File: config.mk
export PLATFORM = sky130hd
export DESIGN_NAME = cpu_sdram_bridge_flat
export DESIGN_NICKNAME = d
export VERILOG_FILES = /design/src/rtl/oric_mem_pkg.sv /design/src/rtl/cpu_sdram_bridge_if.sv /design/src/rtl/cpu_sdram_bridge_strobe_detect.sv /design/src/rtl/cpu_sdram_bridge.sv /design/src/flat_wrapper.sv
export SDC_FILE = /design/constraint.sdc
export NUM_CORES = 1
export LEC_CHECK = 0
export CAP_MARGIN = 0
export CORE_MARGIN = 10
export CORE_UTILIZATION = 54
export DETAILED_ROUTE_END_ITERATION = 12
export GPL_ROUTABILITY_DRIVEN = 0
export GPL_TIMING_DRIVEN = 0
export PLACE_DENSITY = 0.86
export SLEW_MARGIN = 20
export SYNTH_ARGS = -nofsm -noshare
export SYNTH_HDL_FRONTEND = slang
export SYNTH_SLANG_ARGS = --single-unit
File: constraint.sdc
create_clock -name clk -period 4.6 [get_ports clk]
set_input_delay 0.69 -clock clk [delete_from_list [all_inputs] [get_ports clk]]
set_output_delay 0.69 -clock clk [all_outputs]
set_load 0.01 [all_outputs]
File: src/rtl/oric_mem_pkg.sv
// rtl/oric_mem_pkg.sv - shared types, FSM codes and lane helper for the Oric memory bridges
package oric_mem_pkg;

   localparam int AW_MAX = 24;

   localparam int MASK_BITS_DEF = 2;
   localparam logic [MASK_BITS_DEF-1:0] MASK_VAL_DEF = 2'b11;

   localparam logic [0:0] IDLE = 1'b0;
   localparam logic [0:0] WAIT = 1'b1;

   typedef struct packed {
      logic [AW_MAX-1:0] addr;
      logic              we;
      logic [7:0]        data;
   } pend_t;

   // Writes touch one byte lane of the 16-bit word; reads fetch both.
   function automatic logic [1:0] lane_sel(input logic a0, input logic we);
      if (we) return a0 ? 2'b10 : 2'b01;
      return 2'b11;
   endfunction

endpackage

File: src/rtl/cpu_sdram_bridge_if.sv
// rtl/cpu_sdram_bridge_if.sv - CPU RAM bus plus SDRAM toggle-handshake port bundle
interface cpu_sdram_bridge_if #(
   parameter int AW = 16
);
   logic [AW-1:0] cpu_a;
   logic [7:0]    cpu_d;
   logic [7:0]    cpu_q;
   logic          cpu_cs;
   logic          cpu_oe;
   logic          cpu_we;
   logic          busy;
   logic          sdram_req;
   logic          sdram_ack;
   logic [AW-1:0] sdram_a;
   logic [1:0]    sdram_ds;
   logic          sdram_we;
   logic [15:0]   sdram_d;
   logic [15:0]   sdram_q;

   modport slave (
      input  cpu_a, cpu_d, cpu_cs, cpu_oe, cpu_we, sdram_ack, sdram_q,
      output cpu_q, busy, sdram_req, sdram_a, sdram_ds, sdram_we, sdram_d
   );

   modport master (
      output cpu_a, cpu_d, cpu_cs, cpu_oe, cpu_we, sdram_ack, sdram_q,
      input  cpu_q, busy, sdram_req, sdram_a, sdram_ds, sdram_we, sdram_d
   );
endinterface

File: src/rtl/cpu_sdram_bridge_strobe_detect.sv
// rtl/cpu_sdram_bridge_strobe_detect.sv - CPU strobe history and access trigger generation
module strobe_detect #(
   parameter int AW = 16
) (
   input  logic          clk,
   input  logic          reset,
   input  logic          cs_eff,
   input  logic          oe,
   input  logic          we,
   input  logic [AW-1:0] a,
   output logic          rd_trig,
   output logic          wr_trig
);
   logic          rd_now;
   logic          wr_now;
   logic          rd_old;
   logic          wr_old;
   logic [AW-1:0] a_old;

   assign rd_now = cs_eff & oe;
   assign wr_now = cs_eff & we;

   always_ff @(posedge clk or posedge reset) begin
      if (reset) begin
         rd_old <= 1'b0;
         wr_old <= 1'b0;
         a_old  <= '0;
      end else begin
         rd_old <= rd_now;
         wr_old <= wr_now;
         a_old  <= a;
      end
   end

   // A held read strobe re-triggers whenever the CPU walks to a new address.
   assign rd_trig = rd_now & (~rd_old | (a != a_old));
   assign wr_trig = wr_now & ~wr_old;

endmodule

File: src/rtl/cpu_sdram_bridge.sv
// rtl/cpu_sdram_bridge.sv - CPU RAM bus to toggle-handshake SDRAM port bridge
// Optional one-entry read buffer enabled by defining CPU_SDRAM_BRIDGE_RDBUF_EN.
module cpu_sdram_bridge
   import oric_mem_pkg::*;
#(
   parameter int                   AW         = 16,
   parameter bit                   MASK_EN    = 1'b1,
   parameter int                   MASK_BITS  = MASK_BITS_DEF,
   parameter logic [MASK_BITS-1:0] MASK_VAL   = MASK_BITS'(MASK_VAL_DEF),
   parameter int                   PEND_DEPTH = 1
) (
   input logic               clk,
   input logic               reset,
   cpu_sdram_bridge_if.slave bus
);
   logic          mask_hit;
   logic          cs_eff;
   logic          rd_trig;
   logic          wr_trig;
   logic          trig;
   logic          done;
   logic          issue;
   logic          buf_hit;
   logic [0:0]    state;
   logic [0:0]    next_state;
   logic          req_r;
   logic [AW-1:0] a_r;
   logic          we_r;
   logic [1:0]    ds_r;
   logic [15:0]   d_r;
   logic [7:0]    q_r;
   logic          busy_r;
   logic          pend_valid;
   pend_t         pend_q;
   pend_t         trig_e;
   pend_t         issue_e;
   logic [7:0]    rd_byte;

   assign mask_hit = MASK_EN && (bus.cpu_a[AW-1 -: MASK_BITS] == MASK_VAL);
   assign cs_eff   = bus.cpu_cs & ~mask_hit;

   strobe_detect #(.AW(AW)) u_strobe (
      .clk     (clk),
      .reset   (reset),
      .cs_eff  (cs_eff),
      .oe      (bus.cpu_oe),
      .we      (bus.cpu_we),
      .a       (bus.cpu_a),
      .rd_trig (rd_trig),
      .wr_trig (wr_trig)
   );

   assign trig    = rd_trig | wr_trig;
   assign trig_e  = '{addr: AW_MAX'(bus.cpu_a), we: wr_trig, data: bus.cpu_d};
   assign done    = (state == WAIT) && (bus.sdram_ack == req_r);
   assign rd_byte = a_r[0] ? bus.sdram_q[15:8] : bus.sdram_q[7:0];

   // On completion a fresh trigger is newer than the parked one, so it wins.
   always_comb begin
      issue   = 1'b0;
      issue_e = trig_e;
      if (state == IDLE) begin
         issue = trig & ~buf_hit;
      end else if (done) begin
         if (trig) begin
            issue = 1'b1;
         end else if (pend_valid) begin
            issue   = 1'b1;
            issue_e = pend_q;
         end
      end
   end

   always_comb begin
      next_state = state;
      if (issue)     next_state = WAIT;
      else if (done) next_state = IDLE;
   end

`ifdef CPU_SDRAM_BRIDGE_RDBUF_EN
   logic          buf_valid;
   logic [AW-2:0] buf_addr;
   logic [15:0]   buf_word;
   logic          fill;
   logic [AW-2:0] cur_addr;
   logic          cur_valid;
   logic [7:0]    buf_byte;

   assign fill      = done & ~we_r;
   assign buf_hit   = (state == IDLE) & rd_trig & ~wr_trig & buf_valid &
                      (bus.cpu_a[AW-1:1] == buf_addr);
   assign buf_byte  = bus.cpu_a[0] ? buf_word[15:8] : buf_word[7:0];
   // A write issued in the same clk as a read fill must see the new tag.
   assign cur_addr  = fill ? a_r[AW-1:1] : buf_addr;
   assign cur_valid = fill | buf_valid;

   always_ff @(posedge clk or posedge reset) begin
      if (reset) begin
         buf_valid <= 1'b0;
         buf_addr  <= '0;
         buf_word  <= '0;
      end else begin
         if (fill) begin
            buf_valid <= 1'b1;
            buf_addr  <= a_r[AW-1:1];
            buf_word  <= bus.sdram_q;
         end
         if (issue && issue_e.we && cur_valid && (issue_e.addr[AW-1:1] == cur_addr)) begin
            if (issue_e.addr[0]) buf_word[15:8] <= issue_e.data;
            else                 buf_word[7:0]  <= issue_e.data;
         end
      end
   end
`else
   assign buf_hit = 1'b0;
`endif

   always_ff @(posedge clk or posedge reset) begin
      if (reset) begin
         state      <= IDLE;
         req_r      <= 1'b0;
         a_r        <= '0;
         we_r       <= 1'b0;
         ds_r       <= 2'b00;
         d_r        <= 16'h0000;
         q_r        <= 8'h00;
         busy_r     <= 1'b0;
         pend_q     <= '0;
         pend_valid <= 1'b0;
      end else begin
         state  <= next_state;
         busy_r <= (next_state == WAIT);
         if (done && !we_r) q_r <= rd_byte;
`ifdef CPU_SDRAM_BRIDGE_RDBUF_EN
         if (buf_hit) q_r <= buf_byte;
`endif
         if (issue) begin
            a_r   <= issue_e.addr[AW-1:0];
            we_r  <= issue_e.we;
            d_r   <= {issue_e.data, issue_e.data};
            ds_r  <= lane_sel(issue_e.addr[0], issue_e.we);
            req_r <= ~req_r;
         end
         if (done) begin
            pend_valid <= 1'b0;
         end else if ((state == WAIT) && trig && (PEND_DEPTH != 0)) begin
            pend_q     <= trig_e;
            pend_valid <= 1'b1;
         end
      end
   end

   generate
      if (AW < AW_MAX) begin : g_addr_pad
         logic unused_issue_hi;
         assign unused_issue_hi = ^issue_e.addr[AW_MAX-1:AW];
      end
   endgenerate

   assign bus.cpu_q     = (mask_hit & bus.cpu_cs) ? 8'h00 : q_r;
   assign bus.busy      = busy_r;
   assign bus.sdram_req = req_r;
   assign bus.sdram_a   = a_r;
   assign bus.sdram_ds  = ds_r;
   assign bus.sdram_we  = we_r;
   assign bus.sdram_d   = d_r;

endmodule

File: src/flat_wrapper.sv
// flat-port wrapper written by rule: the top's interface ports become plain ports
module cpu_sdram_bridge_flat import oric_mem_pkg::*;
#(
   parameter int                   AW         = 16,
   parameter bit                   MASK_EN    = 1'b1,
   parameter int                   MASK_BITS  = MASK_BITS_DEF,
   parameter logic [MASK_BITS-1:0] MASK_VAL   = MASK_BITS'(MASK_VAL_DEF),
   parameter int                   PEND_DEPTH = 1
)
  (clk, reset, bus_cpu_a, bus_cpu_d, bus_cpu_cs, bus_cpu_oe, bus_cpu_we, bus_sdram_ack, bus_sdram_q, bus_cpu_q, bus_busy, bus_sdram_req, bus_sdram_a, bus_sdram_ds, bus_sdram_we, bus_sdram_d);
  cpu_sdram_bridge_if #(.AW(AW)) bus_i ();
  input logic clk;
  input logic reset;
  input wire logic [$bits(bus_i.cpu_a)-1:0] bus_cpu_a;
  input wire logic [$bits(bus_i.cpu_d)-1:0] bus_cpu_d;
  input wire logic [$bits(bus_i.cpu_cs)-1:0] bus_cpu_cs;
  input wire logic [$bits(bus_i.cpu_oe)-1:0] bus_cpu_oe;
  input wire logic [$bits(bus_i.cpu_we)-1:0] bus_cpu_we;
  input wire logic [$bits(bus_i.sdram_ack)-1:0] bus_sdram_ack;
  input wire logic [$bits(bus_i.sdram_q)-1:0] bus_sdram_q;
  output wire logic [$bits(bus_i.cpu_q)-1:0] bus_cpu_q;
  output wire logic [$bits(bus_i.busy)-1:0] bus_busy;
  output wire logic [$bits(bus_i.sdram_req)-1:0] bus_sdram_req;
  output wire logic [$bits(bus_i.sdram_a)-1:0] bus_sdram_a;
  output wire logic [$bits(bus_i.sdram_ds)-1:0] bus_sdram_ds;
  output wire logic [$bits(bus_i.sdram_we)-1:0] bus_sdram_we;
  output wire logic [$bits(bus_i.sdram_d)-1:0] bus_sdram_d;
  assign bus_i.cpu_a = bus_cpu_a;
  assign bus_i.cpu_d = bus_cpu_d;
  assign bus_i.cpu_cs = bus_cpu_cs;
  assign bus_i.cpu_oe = bus_cpu_oe;
  assign bus_i.cpu_we = bus_cpu_we;
  assign bus_i.sdram_ack = bus_sdram_ack;
  assign bus_i.sdram_q = bus_sdram_q;
  assign bus_cpu_q = bus_i.cpu_q;
  assign bus_busy = bus_i.busy;
  assign bus_sdram_req = bus_i.sdram_req;
  assign bus_sdram_a = bus_i.sdram_a;
  assign bus_sdram_ds = bus_i.sdram_ds;
  assign bus_sdram_we = bus_i.sdram_we;
  assign bus_sdram_d = bus_i.sdram_d;
  cpu_sdram_bridge #(.AW(AW), .MASK_EN(MASK_EN), .MASK_BITS(MASK_BITS), .MASK_VAL(MASK_VAL), .PEND_DEPTH(PEND_DEPTH)) u_core (.clk(clk), .reset(reset), .bus(bus_i));
endmodule
==> flow_summary_export.csv <==
group,metric,value,unit
min_path,worst_hold_path.endpoint,"u_core.pend_q[3]",
status,status,"finished clean",
power_and_ir_drop,p_per_area,604,nW/um^2
setup_path,r2r_setup_slack,2.21,ns
setup_path,critPathLaunch,"bus_cpu_a[14]",
min_path,min_delay_path_depth,1,
cts,cts-root-buf,"clkbuf_8",
cts,cts_sinks,81,
min_path,hp-class,"reg2reg",
cts,tritoncts,"done",
power_and_ir_drop,leakagePower,2.06,nW
drt,antenna_left,0,
placed_design,dp_slack,1.30,ns
logic_synthesis,synthDistinctLibCells,34,
cells_and_area,syn2layout_area_growth,32.0,%
cells_and_area,seq_area,2030,um^2
sta,rsz0062_at_grt,"false",
cts,cts_hold_buf,0,
logic_synthesis,yosys_warnings,0,
min_path,min_from,"u_core.pend_q[3]",
grt,grt_start_max_net_pins,45,
drt,dr.pass1.iters,6,
logic_synthesis,syn-num-nets,398,
logic_synthesis,avgSynthCellArea,10.8,um^2
grt,antenna_found_initial,0,
cells_and_area,multi_input_area,1610,um^2
drt,drt_iter0_markers,221,
setup_path,rr_startpoint,"u_core.bus.sdram_req",
grt,grtUsageTotal,18.1,%
sta,finClkSkew,0.0119,ns
floorplan,die_w,104,um
grt,grt_pass1_vias,3229,
floorplan,start_util,55.7,%
cts,postCtsSetupRepairBufs,0,
grt,grt-ovfl-total,0,
sta,tns,0,ns
floorplan,coreArea,6830,um^2
cts,clock_latency,0.35,ns
drt,via_count,3115,
drt,routedWlPerCell,17.8,um
logic_synthesis,ys_seq_area_share,53.2,%
logic_synthesis,synthCells,352,
setup_path,cp-end-kind,"output port",
cts,htreeDepth,3,
cells_and_area,diodes,0,
floorplan,die_area,10800,um^2
floorplan,die_y,104,um
placed_design,port_buffers,90,
logic_synthesis,netlist_area,3810,um^2
cells_and_area,fin_nets,500,
drt,drcViolationCount,0,
setup_path,rr_worst_depth,7,
sta,setup_viol,0,
sta,max-slew-margin-rel,57.1,%
setup_path,crit_fanout,8,
sta,layout_setup_ws,1.42,ns
setup_path,worstReg2RegEnd,"u_core.bus.sdram_a[6]",
cells_and_area,drive_above_1_share,14.6,%
floorplan,rows,30,
drt,via_per_inst,5.61,
cts,cts_buffers,9,
cells_and_area,nFillCells,475,
job,drv_cap,0,
sta,fmax,314,MHz
placed_design,detailed_place_hpwl,6970,um
logic_synthesis,ys_ff_latch,81,
sta,fin_crit_sh,69.2,%
drt,wl,9890,um
sta,finalCriticalPeriod,3.18,ns
cts,cts_resized,0,
cts,clock_path_buffers,2,
setup_path,startpoint_type,"input port",
cts,clk_pin_slew_worst_paths,0.08,ns
sta,slew_viol_final,0,
setup_path,crit_arrival,2.49,ns
setup_path,required,3.91,ns
sta,finalHoldViolations,0,
power_and_ir_drop,ir_drop,256,uV
setup_path,path_class,"in2out",
sta,worst_slew_pin_slew,0.643,ns
grt,grt_pass1_wl,16300,um
floorplan,pin_count,91,
## kinds of logic (layout without fill, tap and decap cells)
logic type	after synthesis	in the layout	share of synthesized area (%)
compound gates	117	117	17.3
flops	81	81	53.2
simple gates	71	71	9.17
mux	33	33	11.5
buf+inv	31	138	4.47
xor+xnor	19	19	4.37
## power by group
part / internal, W / switching (W)
combinational: 0.000762 / 0.000633
sequential: 0.000998 / 0.000175
clock: 0.000224 / 0.000242
total: 0.00198 / 0.00105
## layout make-up
type                       instances  area share (%)
tap                               96            2.39
multi-input combinational        240            32.0
inverter                           1           0.125
sequential                        81            40.3
clock buffer                      13            3.16
timing repair buffer              91            18.3
clock inverter                     3           0.299
buffer                            30            3.31
## placed cells by master (no fill, tap or decap), drive strengths merged
master	instances
clkinv	3
o311ai	1
o21ai	26
mux2i	8
clkdlybuf4s50	90
buf	19
nand4	4
nor3	5
a21boi	1
a31oi	25
nor2	41
xnor2	17
nand3	1
o21a	1
nand2	9
o31ai	1
a21oi	59
mux2	25
nor2b	1
clkbuf	25
dfrtp	81
and2	10
a31o	1
xor2	2
o21ba	1
o2bb2ai	1
inv	1
## critical path: stages
cell,delay [ns]
clkdlybuf4s50_1,0.60
and2_1,0.16
buf_2,0.19
nand2_1,0.18
and2_1,0.20
clkdlybuf4s50_1,0.48
## synthesized netlist by cell type
cell type	number	area, um^2
a21boi_0	1	7.51
a21oi_1	58	290
a21oi_2	1	8.76
a31o_1	1	8.76
a31oi_1	25	156
and2_1	10	62.6
buf_1	1	3.75
buf_2	7	35.0
buf_4	8	60.1
buf_6	2	22.5
clkbuf_1	12	45.0
dfrtp_1	81	2030
inv_1	1	3.75
mux2_2	5	56.3
mux2_4	20	300
mux2i_1	8	80.1
nand2_1	9	33.8
nand3_1	1	5.00
nand4_1	4	25.0
nor2_1	39	146
nor2_2	1	6.26
nor2_4	1	11.3
nor2b_1	1	6.26
nor3_1	2	10.0
nor3_2	1	10.0
nor3_4	2	32.5
o21a_1	1	7.51
o21ai_0	26	130
o21ba_2	1	10.0
o2bb2ai_2	1	15.0
o311ai_2	1	16.3
o31ai_1	1	7.51
xnor2_1	17	149
xor2_1	2	17.5
## how the worst max path moves through the flow
stage	cells after the start	endpoint	slack (ns)
2_1_floorplan	1	u_core.bus.sdram_a[0]	1.83
3_3_place_gp	2	u_core.bus.sdram_a[12]	0.65
3_5_place_dp	8	u_core.bus.sdram_a[5]	1.30
4_1_cts	6	bus_cpu_q[0]	1.40
5_1_grt	6	bus_cpu_q[3]	1.29
6_report	6	bus_cpu_q[0]	1.42
## layer usage
| layer | track usage (%) | part of all wire (%) | vias to the layer above |
|---|---|---|---|
| met5 | 0 | 0 | - |
| met4 | 7.65 | 2.0 | 0 |
| met3 | 3.16 | 4.7 | 17 |
| met2 | 29.7 | 49 | 123 |
| met1 | 23.1 | 44 | 1538 |
| li1 | - | - | 1437 |
## registers in the layout, summed over array words and instances, names as in the netlist
| name | flops |
|---|---|
| u_core.pend_q | 25 |
| u_core.bus.sdram_we | 1 |
| u_core.q_r | 8 |
| u_core.u_strobe.a_old | 16 |
| u_core.bus.sdram_req | 1 |
| u_core.bus.sdram_ds | 2 |
| u_core.bus.sdram_a | 16 |
| u_core.u_strobe.rd_old | 1 |
| u_core.pend_valid | 1 |
| u_core.u_strobe.wr_old | 1 |
| u_core.bus.sdram_d | 8 |
| u_core.state | 1 |
## stage by stage
step | power (W) | std cells | area (um^2) | hold WS, ns | util (%)
finish | 0.00303 | 555 | 5020 | 0.513 | 73.6
global route | 0.00322 | 555 | 5020 | 0.522 | 73.6
CTS | 0.00305 | 555 | 5020 | 0.514 | 73.6
detailed placement | 0.00257 | 539 | 4850 | 0.493 | 71.0
global placement | 0.00252 | 538 | 4830 | 0.490 | 70.7
floorplan | 0.00195 | 352 | 3810 | 0.480 | -
Note: power is estimated with default switching activity, not from simulation.
